<file path="src/rtl/code_lock_pkg.sv">
// ============================================================================
//  Module   : code_lock_pkg
//  Purpose  : Shared state encoding, digit width and digit-select helper for
//             the multi-digit code lock.
//  Revision : 1.0 - initial release
// ============================================================================
`default_nettype none

package code_lock_pkg;

    localparam int DIGIT_W    = 4;
    localparam int MAX_DIGITS = 8;
    localparam int MAX_CODE_W = DIGIT_W * MAX_DIGITS;

    typedef enum logic [1:0] {
        ENTRY   = 2'd0,
        OPEN    = 2'd1,
        LOCKOUT = 2'd2
    } lock_state_t;

    // Reference codes narrower than MAX_CODE_W are zero-extended by the caller.
    function automatic logic [DIGIT_W-1:0] digit_slice(
        input logic [MAX_CODE_W-1:0] code_vec,
        input logic [2:0]            sel
    );
        return code_vec[DIGIT_W*sel +: DIGIT_W];
    endfunction

endpackage : code_lock_pkg

`default_nettype wire

</file>
<file path="src/rtl/code_lock_entry_key_press_detect.sv">
// ============================================================================
//  Module   : key_press_detect
//  Purpose  : Synchronizes the raw active-low KEY and flags each falling edge
//             with a single-cycle press strobe.
//  Revision : 1.0 - initial release
// ============================================================================
`default_nettype none

module key_press_detect (
    input  logic clk,
    input  logic reset,
    input  logic key_n,
    output logic press
);

    logic r_sync1;
    logic r_sync2;
    logic r_sync3;

    // Flops reset to the released level so a reset never manufactures an edge.
    always_ff @(posedge clk) begin
        if (reset) begin
            r_sync1 <= 1'b1;
            r_sync2 <= 1'b1;
            r_sync3 <= 1'b1;
        end else begin
            r_sync1 <= key_n;
            r_sync2 <= r_sync1;
            r_sync3 <= r_sync2;
        end
    end

    assign press = ~r_sync2 & r_sync3;

endmodule : key_press_detect

`default_nettype wire

</file>
<file path="src/rtl/code_lock_entry.sv">
// ============================================================================
//  Module   : code_lock_entry
//  Purpose  : Key-clocked multi-digit code lock with failure counting.
//             Optional lockout stage is built when CODE_LOCK_LOCKOUT_EN is
//             defined; otherwise the failure count simply saturates.
//  Revision : 1.0 - initial release
// ============================================================================
`default_nettype none

module code_lock_entry
    import code_lock_pkg::*;
#(
    parameter int NUM_DIGITS     = 4,
    parameter int MAX_TRIES      = 3,
    parameter int LOCKOUT_CYCLES = 250
) (
    input  logic                              clk,
    input  logic                              reset,
    input  logic                              key_n,
    input  logic [DIGIT_W-1:0]                digit_in,
    input  logic [DIGIT_W*NUM_DIGITS-1:0]     code,
    output logic                              unlocked,
    output logic                              locked_out,
    output logic                              bad_entry,
    output logic [$clog2(NUM_DIGITS+1)-1:0]   digits_entered
);

    localparam int c_idx_w  = $clog2(NUM_DIGITS);
    localparam int c_fail_w = $clog2(MAX_TRIES + 1);
    localparam int c_de_w   = $clog2(NUM_DIGITS + 1);

    localparam logic [c_idx_w-1:0]  c_idx_last   = c_idx_w'(NUM_DIGITS - 1);
    localparam logic [c_fail_w-1:0] c_fail_limit = c_fail_w'(MAX_TRIES);

    if ((NUM_DIGITS < 2) || (NUM_DIGITS > MAX_DIGITS) ||
        (MAX_TRIES < 1) || (MAX_TRIES > 7) || (LOCKOUT_CYCLES < 1)) begin : g_param_check
        $error("code_lock_entry: parameter out of legal range");
    end

    lock_state_t           r_state;
    logic [c_idx_w-1:0]    r_idx;
    logic                  r_mismatch;
    logic [c_fail_w-1:0]   r_fail_cnt;
    logic                  r_unlocked;
    logic                  r_bad_entry;
    logic [c_de_w-1:0]     r_digits;

    logic                  w_press;
    logic [DIGIT_W-1:0]    w_expected;
    logic                  w_miss_total;
    logic [c_fail_w-1:0]   w_fail_next;

    key_press_detect u_key_press_detect (
        .clk   (clk),
        .reset (reset),
        .key_n (key_n),
        .press (w_press)
    );

    assign w_expected   = digit_slice(MAX_CODE_W'(code), 3'(r_idx));
    assign w_miss_total = r_mismatch | (digit_in != w_expected);
    assign w_fail_next  = r_fail_cnt + 1'b1;

`ifdef CODE_LOCK_LOCKOUT_EN
    localparam int c_timer_w = (LOCKOUT_CYCLES > 1) ? $clog2(LOCKOUT_CYCLES) : 1;
    localparam logic [c_timer_w-1:0] c_timer_load = c_timer_w'(LOCKOUT_CYCLES - 1);

    logic [c_timer_w-1:0] r_timer;
    logic                 r_locked_out;
`endif

    always_ff @(posedge clk) begin
        if (reset) begin
            r_state     <= ENTRY;
            r_idx       <= '0;
            r_mismatch  <= 1'b0;
            r_fail_cnt  <= '0;
            r_unlocked  <= 1'b0;
            r_bad_entry <= 1'b0;
            r_digits    <= '0;
`ifdef CODE_LOCK_LOCKOUT_EN
            r_timer      <= '0;
            r_locked_out <= 1'b0;
`endif
        end else begin
            r_bad_entry <= 1'b0;
            case (r_state)
                ENTRY: begin
                    if (w_press) begin
                        if (r_idx != c_idx_last) begin
                            r_idx      <= r_idx + 1'b1;
                            r_mismatch <= w_miss_total;
                            r_digits   <= c_de_w'(r_idx) + c_de_w'(1);
                        end else begin
                            r_idx      <= '0;
                            r_mismatch <= 1'b0;
                            r_digits   <= '0;
                            if (!w_miss_total) begin
                                r_state    <= OPEN;
                                r_unlocked <= 1'b1;
                                r_fail_cnt <= '0;
                            end else begin
                                r_bad_entry <= 1'b1;
`ifdef CODE_LOCK_LOCKOUT_EN
                                r_fail_cnt  <= w_fail_next;
                                if (w_fail_next == c_fail_limit) begin
                                    r_state      <= LOCKOUT;
                                    r_locked_out <= 1'b1;
                                    r_timer      <= c_timer_load;
                                end
`else
                                // Without a lockout stage the count only
                                // records that the limit has been reached.
                                if (r_fail_cnt != c_fail_limit) begin
                                    r_fail_cnt <= w_fail_next;
                                end
`endif
                            end
                        end
                    end
                end

                OPEN: begin
                    if (w_press) begin
                        r_state    <= ENTRY;
                        r_unlocked <= 1'b0;
                        r_idx      <= '0;
                        r_mismatch <= 1'b0;
                        r_digits   <= '0;
                    end
                end

`ifdef CODE_LOCK_LOCKOUT_EN
                LOCKOUT: begin
                    if (r_timer == '0) begin
                        r_state      <= ENTRY;
                        r_locked_out <= 1'b0;
                        r_fail_cnt   <= '0;
                        r_idx        <= '0;
                        r_mismatch   <= 1'b0;
                    end else begin
                        r_timer <= r_timer - 1'b1;
                    end
                end
`endif

                default: begin
                    r_state    <= ENTRY;
                    r_idx      <= '0;
                    r_mismatch <= 1'b0;
                    r_unlocked <= 1'b0;
                    r_digits   <= '0;
                end
            endcase
        end
    end

    assign unlocked       = r_unlocked;
    assign bad_entry      = r_bad_entry;
    assign digits_entered = r_digits;

`ifdef CODE_LOCK_LOCKOUT_EN
    assign locked_out = r_locked_out;
`else
    assign locked_out = 1'b0;
`endif

endmodule : code_lock_entry

`default_nettype wire

</file>
<file path="config.mk">
export PLATFORM = sky130hd
export DESIGN_NAME = code_lock_entry
export DESIGN_NICKNAME = d
export VERILOG_FILES = /design/src/rtl/code_lock_pkg.sv /design/src/rtl/code_lock_entry_key_press_detect.sv /design/src/rtl/code_lock_entry.sv
export SDC_FILE = /design/constraint.sdc
export NUM_CORES = 1
export LEC_CHECK = 0
export ABC_AREA = 0
export CAP_MARGIN = 20
export CORE_AREA = 10 10 47 49
export DETAILED_ROUTE_END_ITERATION = 8
export DIE_AREA = 0 0 57 59
export DONT_BUFFER_PORTS = 1
export HOLD_SLACK_MARGIN = 0.15
export PLACE_DENSITY = 0.52
export SLEW_MARGIN = 20
export SYNTH_ARGS = -nofsm -noshare
export SYNTH_HDL_FRONTEND = slang
export SYNTH_SLANG_ARGS = --single-unit
</file>
<file path="constraint.sdc">
create_clock -name clk -period 2.8 [get_ports clk]
set_clock_uncertainty 0.2 [all_clocks]
set_input_delay 0.14 -clock clk [delete_from_list [all_inputs] [get_ports clk]]
set_output_delay 0.14 -clock clk [all_outputs]
set_load 0.1 [all_outputs]
</file>
==> results.json <==
{
  "rsz0062_at_grt": "no",
  "m1WireLength_um": 386,
  "top_layer": "met3",
  "p_total_uw": 264,
  "worstPathRequired_ns": 2.75,
  "yosysMostFrequentCell": "dfxtp_1",
  "r2r.worst_path.cells": 6,
  "drive_gt1_share_pct": 23.1,
  "hold_class": "input pin to flip-flop",
  "area_delta_synth_final_pct": 13.4,
  "synth-edff-count": 0,
  "synth_top_area_cell": "dfxtp_1",
  "gp_congestion": 0.621,
  "placed_area_um2": 508,
  "wl_met2_um": 650,
  "setup_viol": 0,
  "avgSynthCellArea_um2": 10.7,
  "vias": 355,
  "synth_commonest_cells": "dfxtp_1, mux2i_1",
  "hold_viol_final": 0,
  "drt_iter0_markers": 0,
  "drtPass1Iterations": 1,
  "rrSetupSlack_ns": 0.34,
  "die_w_um": 57,
  "avgRoutedWirePerCell_um": 17.3,
  "io_pins": 29,
  "synthFlopType": "dfxtp_1",
  "async_flop_share_pct": 0,
  "min_from": "digit_in[0]",
  "final_nets": 78,
  "seqPwrFrac_pct": 45.7,
  "rows": 14,
  "final_core_util_pct": 40.7,
  "synthDistinctLibCells": 25,
  "fin_crit_sh_pct": 87.7,
  "cap_violations": 0,
  "clk_pin_slew_ns": 0.06,
  "grt_usage_pct": 7.74,
  "switching_share_pct": 28.8,
  "drc_errors": 0,
  "ant_nets": 0,
  "synthCells": 47,
  "synth_adder_area_share_pct": 2.49,
  "slew_headroom_pct": 27.0,
  "crit_type": "flip-flop to flip-flop",
  "r2r-end": "bad_entry",
  "worst_slack_ns": 0.343,
  "htree_levels": 1,
  "cts_buffers": 3,
  "p_per_area_mw_per_mm2": 463,
  "p_clk_share_pct": 32.8,
  "yosysSeqAreaShare_pct": 31.8,
  "routed_via_density": 5.22,
  "ir_worst_vdd_v": 0.000291,
  "tightestPinTransition_ns": 1.09,
  "port_buffers": 0,
  "die_h_um": 59,
  "clock-sinks": 8,
  "cts_tree": "built",
  "synth_top_area_share_pct": 31.8,
  "ys_ff_latch": 8,
  "cts-root-buf": "clkbuf_4",
  "clockBufferDepth": 2,
  "wl_um": 1180,
  "comb_power_share_pct": 21.5,
  "synthSimpleGateAreaFrac_pct": 20.4,
  "grt_max_degree": 9,
  "synth_top_family_by_area": "multiplexers",
  "outcome": "finished, final reports clean",
  "whs_endpoint": "r_mismatch",
  "p_int_uw": 188,
  "drv_slew": 0,
  "netlist_area_um2": 503,
  "antenna_cells": 0,
  "fmax_mhz": 407,
  "min_path_cells": 3,
  "worstSetupEndpointType": "flip-flop",
  "worstPathArrival_ns": 2.41,
  "period_minus_slack_ns": 2.46,
  "antenna_found_initial": 0,
  "core_mm2": 0.00140,
  "reg2reg_from": "r_idx[0]",
  "grt_pass1_vias": 386,
  "leakage_uw": 0.000214,
  "synthXorXnorAreaFrac_pct": 5.22,
  "dieArea_mm2": 0.00336,
  "place_ws_ns": 0.788,
  "grt_pass1_wl_um": 1960,
  "p_switching_uw": 76.1,
  "cts_resized": 0,
  "worst-path-max-fanout": 8,
  "tns_ns": 0,
  "yosys-top-cells-area": "dfxtp_1, mux4_2, mux2i_1",
  "synth_compound_area_share_pct": 10.4,
  "synthMuxAreaShare_pct": 21.4,
  "floorplan.initialDensity_pct": 35.9,
  "wl_met3_um": 140,
  "setup.worst_path.start_class": "flip-flop",
  "synth_warnings": 0,
  "fin_area_um2": 571,
  "clkLatencyLatePin_ns": 0.25,
  "place_hpwl_um": 1000,
  "grt.overflow.total": 0
}
power groups by stage:
stage / clock network [µW] / registers (µW) / logic (µW)
floorplan: 0 / 128 / 45.2
CTS: 87.1 / 121 / 57.3
global route: 97.9 / 121 / 61.7
detailed placement: 0 / 123 / 51.4
global placement: 0 / 123 / 50.4
finish: 86.5 / 121 / 56.9
per-stage QoR:
| step | instances | hold slack [ns] |
|---|---|---|
| 2_1_floorplan | 48 | 0.0124 |
| 3_3_place_gp | 61 | 0.0143 |
| 3_5_place_dp | 61 | 0.0158 |
| 4_1_cts | 68 | 0.167 |
| 5_1_grt | 68 | 0.195 |
| 6_report | 68 | 0.164 |
worst max-delay path by stage:
stage	start	end	slack [ns]	cells past startpoint
final	r_idx[0]	bad_entry	0.34	6
after detailed placement	r_idx[0]	r_mismatch	0.79	5
after global routing	r_idx[0]	bad_entry	0.22	6
after global placement	r_idx[0]	r_mismatch	0.87	5
after floorplan	r_idx[0]	r_mismatch	0.13	5
after CTS	r_idx[0]	bad_entry	0.31	6
cells in the final DEF, fill, tap and decap left out:
| master | n |
|---|---|
| inv_1 | 1 |
| mux2i_1 | 4 |
| nand3_1 | 1 |
| or4_1 | 1 |
| a21oi_1 | 2 |
| nor3b_1 | 3 |
| mux4_2 | 3 |
| ha_1 | 1 |
| conb_1 | 2 |
| and3b_1 | 1 |
| clkbuf_4 | 3 |
| a2111oi_4 | 1 |
| a32o_1 | 1 |
| dfxtp_1 | 8 |
| nor3_1 | 1 |
| buf_4 | 2 |
| o21ai_0 | 1 |
| or2_2 | 3 |
| nor4_1 | 1 |
| dlygate4sd3_1 | 4 |
| nor4b_1 | 1 |
| nor2b_1 | 1 |
| nor2_1 | 2 |
| xor2_1 | 3 |
| nand2b_1 | 1 |
critical path, stage by stage, from the launching register on:
cell           delay, ns
dfxtp_1             0.43
buf_4               0.38
nor3b_1             0.23
mux2i_1             0.14
a2111oi_4           0.34
dlygate4sd3_1       0.59
nor2b_1             0.04
routing by layer:
| metal | vias up | global-route usage [%] |
|---|---|---|
| met5 | - | 0 |
| met4 | 0 | 3.02 |
| met3 | 0 | 4.94 |
| met2 | 14 | 14.1 |
| met1 | 159 | 6.65 |
| li1 | 182 | - |
sequential cells by signal, indices dropped and copies added, names as in the netlist:
name / flops
bad_entry: 1
r_idx: 1
u_key_press_detect.r_sync3: 1
u_key_press_detect.r_sync2: 1
r_state: 1
u_key_press_detect.r_sync1: 1
r_mismatch: 1
digits_entered: 1
layout make-up:
cell class	instances	area [µm²]
Clock buffer	3	22.5
Timing Repair Buffer	6	55.1
Multi-Input combinational cell	34	309
Sequential cell	8	160
Fill cell	146	831
Tap cell	16	20.0
Inverter	1	3.75
cells by family after synthesis:
group / Yosys count
compound gates: 5
other cells: 1
fa+ha+maj: 1
simple gates: 16
mux: 7
buf+inv: 6
flops: 8
xor+xnor: 3
what timing repair did:
action                    in CTS  in global routing
hold buffers                   4                  0
hold endpoints to repair       8                  0
buffers inserted               0                  0
Power figures use the tool's default switching activity.
